<file path="src/rtl/fetch_unit.sv">
// Instruction fetch stage: PC, req/ack memory handshake, valid/stall output slot
// backed by a one-entry skid buffer, and redirect with flush of unconsumed work.
module fetch_unit #(
  parameter logic [31:0] RESET_PC = 32'h0000_0000
) (
  input  logic        clk,
  input  logic        rst,
  output logic        imem_req,
  output logic [31:0] imem_addr,
  input  logic        imem_ack,
  input  logic [31:0] imem_rdata,
  input  logic        redirect,
  input  logic [31:0] redirect_pc,
  input  logic        stall,
  output logic [31:0] instr,
  output logic [31:0] instr_pc,
  output logic        instr_valid
);

  localparam logic [31:0] PC_RST = RESET_PC & ~32'h3;
  localparam logic [31:0] NOP    = 32'h0000_0013;

  typedef enum logic [1:0] {IDLE, FETCH, HOLD, DRAIN} state_t;

  state_t      r_state,     w_state_next;
  logic [31:0] r_pc,        w_pc_next;
  logic [31:0] r_req_addr,  w_req_addr_next;
  logic [31:0] r_instr,     w_instr_next;
  logic [31:0] r_instr_pc,  w_instr_pc_next;
  logic        r_instr_vld, w_instr_vld_next;
  logic [31:0] r_buf,       w_buf_next;
  logic [31:0] r_buf_pc,    w_buf_pc_next;
  logic        r_buf_vld,   w_buf_vld_next;
  logic        w_slot_free;
  logic        w_consumed;
  logic [31:0] w_target;

  assign w_slot_free = !r_instr_vld || !stall;
  assign w_consumed  = r_instr_vld && !stall;
  assign w_target    = redirect_pc & ~32'h3;

  // NOTE: every signal gets its hold value first so no path through the case
  // below leaves one unassigned, which would otherwise infer a latch.
  always_comb begin
    w_state_next     = r_state;
    w_pc_next        = r_pc;
    w_instr_next     = r_instr;
    w_instr_pc_next  = r_instr_pc;
    w_instr_vld_next = r_instr_vld;
    w_buf_next       = r_buf;
    w_buf_pc_next    = r_buf_pc;
    w_buf_vld_next   = r_buf_vld;
    imem_req         = 1'b0;

    case (r_state)
      IDLE: w_state_next = FETCH;
      FETCH: begin
        imem_req = 1'b1;
        if (imem_ack) begin
          w_pc_next = r_pc + 32'd4;
          if (w_slot_free) begin
            w_instr_next     = imem_rdata;
            w_instr_pc_next  = r_pc;
            w_instr_vld_next = 1'b1;
          end else begin
            w_buf_next     = imem_rdata;
            w_buf_pc_next  = r_pc;
            w_buf_vld_next = 1'b1;
            w_state_next   = HOLD;
          end
        end else if (w_consumed) begin
          w_instr_vld_next = 1'b0;
        end
      end
      HOLD: begin
        if (!stall) begin
          w_instr_next     = r_buf;
          w_instr_pc_next  = r_buf_pc;
          w_instr_vld_next = 1'b1;
          w_buf_vld_next   = 1'b0;
          w_state_next     = FETCH;
        end
      end
      DRAIN: begin
        imem_req = 1'b1;
        if (w_consumed) w_instr_vld_next = 1'b0;
        if (imem_ack)   w_state_next     = FETCH;
      end
      default: w_state_next = IDLE;
    endcase

    // Redirect overrides everything above; any data accepted this cycle is dropped.
    if (redirect && r_state != IDLE) begin
      w_instr_vld_next = 1'b0;
      w_buf_vld_next   = 1'b0;
      w_pc_next        = w_target;
      case (r_state)
        FETCH:   w_state_next = imem_ack ? FETCH : DRAIN;
        HOLD:    w_state_next = FETCH;
        default: w_state_next = DRAIN;
      endcase
    end

    // The outstanding request address must stay put until the drained ack.
    w_req_addr_next = (w_state_next == DRAIN) ? r_req_addr : w_pc_next;
  end

  // NOTE: state registers use non-blocking assignments so every flop samples
  // the pre-edge values regardless of statement order.
  always_ff @(posedge clk or posedge rst) begin
    if (rst) begin
      r_state     <= IDLE;
      r_pc        <= PC_RST;
      r_req_addr  <= PC_RST;
      r_instr     <= NOP;
      r_instr_pc  <= 32'h0;
      r_instr_vld <= 1'b0;
      r_buf       <= NOP;
      r_buf_pc    <= 32'h0;
      r_buf_vld   <= 1'b0;
    end else begin
      r_state     <= w_state_next;
      r_pc        <= w_pc_next;
      r_req_addr  <= w_req_addr_next;
      r_instr     <= w_instr_next;
      r_instr_pc  <= w_instr_pc_next;
      r_instr_vld <= w_instr_vld_next;
      r_buf       <= w_buf_next;
      r_buf_pc    <= w_buf_pc_next;
      r_buf_vld   <= w_buf_vld_next;
    end
  end

  assign imem_addr   = r_req_addr;
  assign instr       = r_instr;
  assign instr_pc    = r_instr_pc;
  assign instr_valid = r_instr_vld;

endmodule

</file>
<file path="config.mk">
export PLATFORM = sky130hd
export DESIGN_NAME = fetch_unit
export DESIGN_NICKNAME = d
export VERILOG_FILES = /design/src/rtl/fetch_unit.sv
export SDC_FILE = /design/constraint.sdc
export NUM_CORES = 1
export LEC_CHECK = 0
export ABC_AREA = 1
export CORE_UTILIZATION = 30
export DETAILED_ROUTE_END_ITERATION = 10
export PLACE_DENSITY = 0.62
export SYNTH_ARGS = -nofsm -noshare
export SYNTH_HDL_FRONTEND = slang
export SYNTH_SLANG_ARGS = --single-unit
</file>
<file path="constraint.sdc">
create_clock -name clk -period 6.38 [get_ports clk]
set_input_delay 0.638 -clock clk [delete_from_list [all_inputs] [get_ports clk]]
set_output_delay 0.638 -clock clk [all_outputs]
set_load 0.02 [all_outputs]
</file>
-- Word-level counts from Yosys, hierarchy flattened
Cells that the tools add are included.
- bits of input ports: 69
- output and inout bits: 98
- register bits after elaboration: 195
- word-level logic and storage cells: 58
- reductions and logical operators: 13
- mux-type cells: 26
- add/subtract/negate cells: 1
- bitwise operators: 1
- equality and inequality tests: 9
- operators by type and width (operator ; number):
    32-bit 2-to-1 mux ; 9
    32-bit one-hot mux with 2 select lines ; 2
    32-bit by 3-bit adder with 32-bit output (second input constant) ; 1
    2-bit 2-to-1 mux ; 6
    2-bit one-hot mux with 4 select lines ; 1
    2-bit equality test (second input constant) ; 3
    1-bit 2-to-1 mux ; 6
    2-bit != test (second input constant) ; 3
    3-bit AND reduction ; 2
    4-bit != test (second input constant) ; 1
    2-bit one-hot mux with 2 select lines ; 1
    4-bit AND reduction ; 1
    2-bit nonzero test ; 2
    4-bit nonzero test ; 1
    3-bit != test (second input constant) ; 1
    1-bit one-hot mux with 3 select lines ; 1
    2-bit by 1-bit equality test with 1-bit output (second input constant) ; 1
    1-bit logical AND ; 2
    1-bit logical NOT ; 2
    2-bit logical NOT ; 1
    2-bit OR reduction ; 1
    1-bit logical OR ; 1
    1-bit inverter ; 1

-- Longest topological paths before layout
- depth in word-level cells: 7
- depth in mapped cells: 11
- gate-level depth less buffers: 11

-- Least setup slack after synthesis
OpenSTA, ideal clock, no wires.
- path type: input to register
- start point: input port redirect
- end point: register r_pc[30]
- path slack: 4.706 ns
- path buffers: 1
- library setup time: 0.135 ns
- stages: 6
- arrival: 1.539 ns
- data required time: 6.245 ns
- cell sequence: inv_1 > nor2_2 > inv_2 > buf_2 > or2_2 > a21boi_0
- longest elaborated chain between the ends: 2
- RTL lines (element ; RTL line ; text):
    start: declaration ; 12 ; input logic redirect,
    1-bit logical AND ; 93 ; if (redirect && r_state != IDLE) begin
    32-bit 2-to-1 mux ; 93 ;
    via w_pc_next[30] ; 26 ; logic [31:0] r_pc, w_pc_next;
    end signal: assignment ; 123 ; r_pc <= w_pc_next;
    end: declaration ; 26 ;
The timed path passes the listed nets, and every way through them passes these cells.
A chain may end at the register's enable or synchronous reset.

-- Worst setup path in the final report
- start point: input port imem_ack
- end point: register r_req_addr[7], in the netlist imem_addr[7]
- longest elaborated chain between the ends: 4
- elaborated cells between the ends (all ways): 10
- those cells by class: eq/ne (1); mux (9)
- RTL lines (element ; RTL line ; text):
    start: declaration ; 10 ; input logic imem_ack,
    2-bit 2-to-1 mux, on equally long branches ; 87, 59, 98 ;
    2-bit one-hot mux with 4 select lines / 2-bit one-hot mux with 2 select lines (equally long branches) ; 55, 97 ;
    2-bit 2-to-1 mux (*) ; 93 ;
    via w_state_next[1] ; 25 ; state_t r_state, w_state_next;
    2-bit equality test (*) ; 105 ; w_req_addr_next = (w_state_next == DRAIN) ? r_req_addr : w_pc_next;
    end signal: assignment ; 124 ; r_req_addr <= w_req_addr_next;
    end: declaration ; 27 ; logic [31:0] r_req_addr, w_req_addr_next;
The timed path passes the listed nets; every way through them passes the cells marked *.

==> impl_metrics.json <==
{
  "tightest_slew_ns": 1.14,
  "cts_tree": "done",
  "vias_per_cell": 4.55,
  "synth_top_area_share_pct": 53.5,
  "n_antenna_cell": 0,
  "antenna_found_initial": 0,
  "fmax_mhz": 277,
  "htreeDepth": 4,
  "drive_above_1_share_pct": 5.96,
  "synth_warnings": 0,
  "maxCapViolCount": 0,
  "yosysUniqueCellTypes": 30,
  "die_h_um": 174,
  "start_util_pct": 30.6,
  "drt_pre_antenna_iters": 6,
  "crit_arrival_ns": 3.90,
  "grt_setup_unrepaired": "no",
  "irDropWorstVdd_uv": 193,
  "grt_use_total_pct": 16.6,
  "slew_headroom_pct": 23.9,
  "finalMaxSlewViolations": 0,
  "syn2layout_area_growth_pct": 28.7,
  "rows": 62,
  "cp-end-kind": "flip-flop",
  "first_global_vias": 7385,
  "die_w_um": 174,
  "drt_iter0_markers": 493,
  "setup_tns_ns": 0,
  "die-area_um2": 30100,
  "slowest_stage": "nor2_4",
  "p_leak_nw": 5.29,
  "timing.hold.worst.class": "flip-flop to flip-flop",
  "path_clk_slew_ns": 0.08,
  "path_class": "input port to flip-flop",
  "syn_nets": 1181,
  "ys_seq_area_share_pct": 55.3,
  "synth_area_leaders": "dfrtp_1 (54%), nand2_1 (20%), nor2_1 (4.8%)",
  "cts_buffers": 17,
  "numPortBuffers": 164,
  "finalHoldViolations": 0,
  "grt_pass1_wl_mm": 39.8,
  "clock_skew_ns": 0.00908,
  "clockRootBuffer": "clkbuf_16",
  "drc": 0,
  "io_pins": 167,
  "cts_buffer_depth": 2,
  "synth-edff-count": 0,
  "netlist_area_um2": 8830,
  "status": "complete, no violations",
  "nets": 1315,
  "clkSinkCount": 195,
  "period_share_pct": 56.5,
  "cp_top_family": "simple AND/OR/NAND/NOR gates",
  "period_needed_ns": 3.60,
  "place_inst": 1610,
  "num_vias": 7463,
  "synthArstFlopShare_pct": 100,
  "path_cells": "clkdlybuf4s50_1 > nand3_4 > nor2_4 > o21ai_1 > o21ai_2 > nand2_2 > inv_2 > o21ai_0",
  "stdcell_count": 1642,
  "fillCellCount": 2952,
  "power.density_nw_per_um2": 326,
  "report.final.setup_viol": 0,
  "synth-seq-cells": 195,
  "synth.largest_area_cell": "dfrtp_1",
  "cp-start-kind": "input port",
  "ctsResizeCount": 0,
  "wirelength_mm": 24.2,
  "cp_num_buf_inv": 2,
  "hold_buffers": 0,
  "grt_max_degree": 157,
  "avgSynthCellArea_um2": 7.95,
  "grt_overflow": 0,
  "wire_per_inst_um": 14.8,
  "post_cts_buffers": 0,
  "clock_latency_ns": 0.44,
  "synthCells": 1111,
  "antenna_left": 0,
  "core_area_um2": 28900,
  "critPathRequiredTime_ns": 6.68,
  "most-common-layout-cells": "nand2_1 (478), dfrtp_1 (189), clkdlybuf4s50_1 (164), nor2_1 (113), a31oi_1 (65)",
  "critical_path.max_stage_delay_ns": 0.89,
  "gp_congestion": 0.867,
  "dpl.hpwl_mm": 16.3,
  "final_common_cell": "nand2_1",
  "crit_fanout": 43,
  "synth_flop_cell": "dfrtp_1"
}
## flip-flops by register name (all words and copies together), names as in the netlist
signal / count
imem_addr: 32
instr_valid: 1
r_buf: 32
r_buf_pc: 32
r_pc: 32
instr_pc: 32
instr: 32
r_state: 2
## logic make-up after synthesis
| family | share of synthesized area [%] |
|---|---|
| and+or+nand+nor | 30.3 |
| DFF | 55.3 |
| AOI/OAI and AO/OA | 8.24 |
| buffers and inverters | 5.37 |
| xor gates and xnor gates | 0.595 |
| adders and majority gates | 0.142 |
## area by class of cell
| cell class | instances | area (µm²) | area share [%] |
|---|---|---|---|
| Clock buffer | 17 | 425 | 3.74 |
| Clock inverter | 15 | 169 | 1.49 |
| Inverter | 59 | 229 | 2.01 |
| Multi-Input combinational cell | 801 | 3480 | 30.6 |
| Sequential cell | 195 | 4890 | 43.0 |
| Tap cell | 384 | 480 | 4.23 |
| Timing Repair Buffer | 171 | 1690 | 14.9 |
## worst paths after layout
path / startpoint / to / slack [ns] / cells after the start
setup / recovery: imem_ack / imem_addr[7] / 2.78 / 8
hold / removal: r_buf[0] / r_buf[0] / 0.46 / 2
setup reg to reg: r_state[0] / imem_addr[7] / 2.99 / 7
hold reg to reg: r_buf[0] / r_buf[0] / 0.46 / 2
max in group asynchronous: rst / r_buf_pc[6] / 4.32 / 3
min in group asynchronous: rst / instr[24] / 0.87 / 2
## worst min-delay path, stage by stage, from the launching register on
cell	delay [ns]
dfstp_2	0.37
nand2_1	0.05
nand2_1	0.04
## per-layer routing
metal  vias up  track usage (%)  share of wire [%]
met4         0             4.46                1.5
met1      3454             23.4                 50
met3        23             3.88                5.2
met2       194             25.6                 44
met5         -                0                  0
li1       3792                -                  -
## synth_stat cells (2+ instances only)
master    number
a21boi_0      12
nand3_1       47
inv_2          6
or2_2         12
nor2_2         6
dfstp_2        6
nand4_1        9
a21oi_1        2
xor2_1         5
dfrtp_1      189
nor2_1       113
buf_4          5
nor3_1         2
a31oi_1       65
o21ai_0       38
buf_2         19
nand2_1      478
clkbuf_1      28
buf_1          4
inv_1         53
o21ai_1        3
## stage by stage
step           power, W  area (µm²)  util [%]  hold WS, ns  setup WS, ns
2_1_floorplan   0.00220        8830         -        0.442         0.440
3_3_place_gp    0.00263       10800      37.3        0.451          2.29
3_5_place_dp    0.00265       10800      37.3        0.454          2.24
4_1_cts         0.00376       11400      39.4        0.465          2.73
5_1_grt         0.00393       11400      39.4        0.486          2.47
6_report        0.00371       11400      39.4        0.463          2.78
## power breakdown
group / leakage, nW / total [W] / switching (W) / internal [W]
Sequential: 2.31 / 0.00169 / 0.000174 / 0.00151
Clock: 0.291 / 0.00110 / 0.000536 / 0.000560
Combinational: 2.69 / 0.000926 / 0.000515 / 0.000411
Total: 5.29 / 0.00371 / 0.00122 / 0.00248
Power figures use the tool's default switching activity.
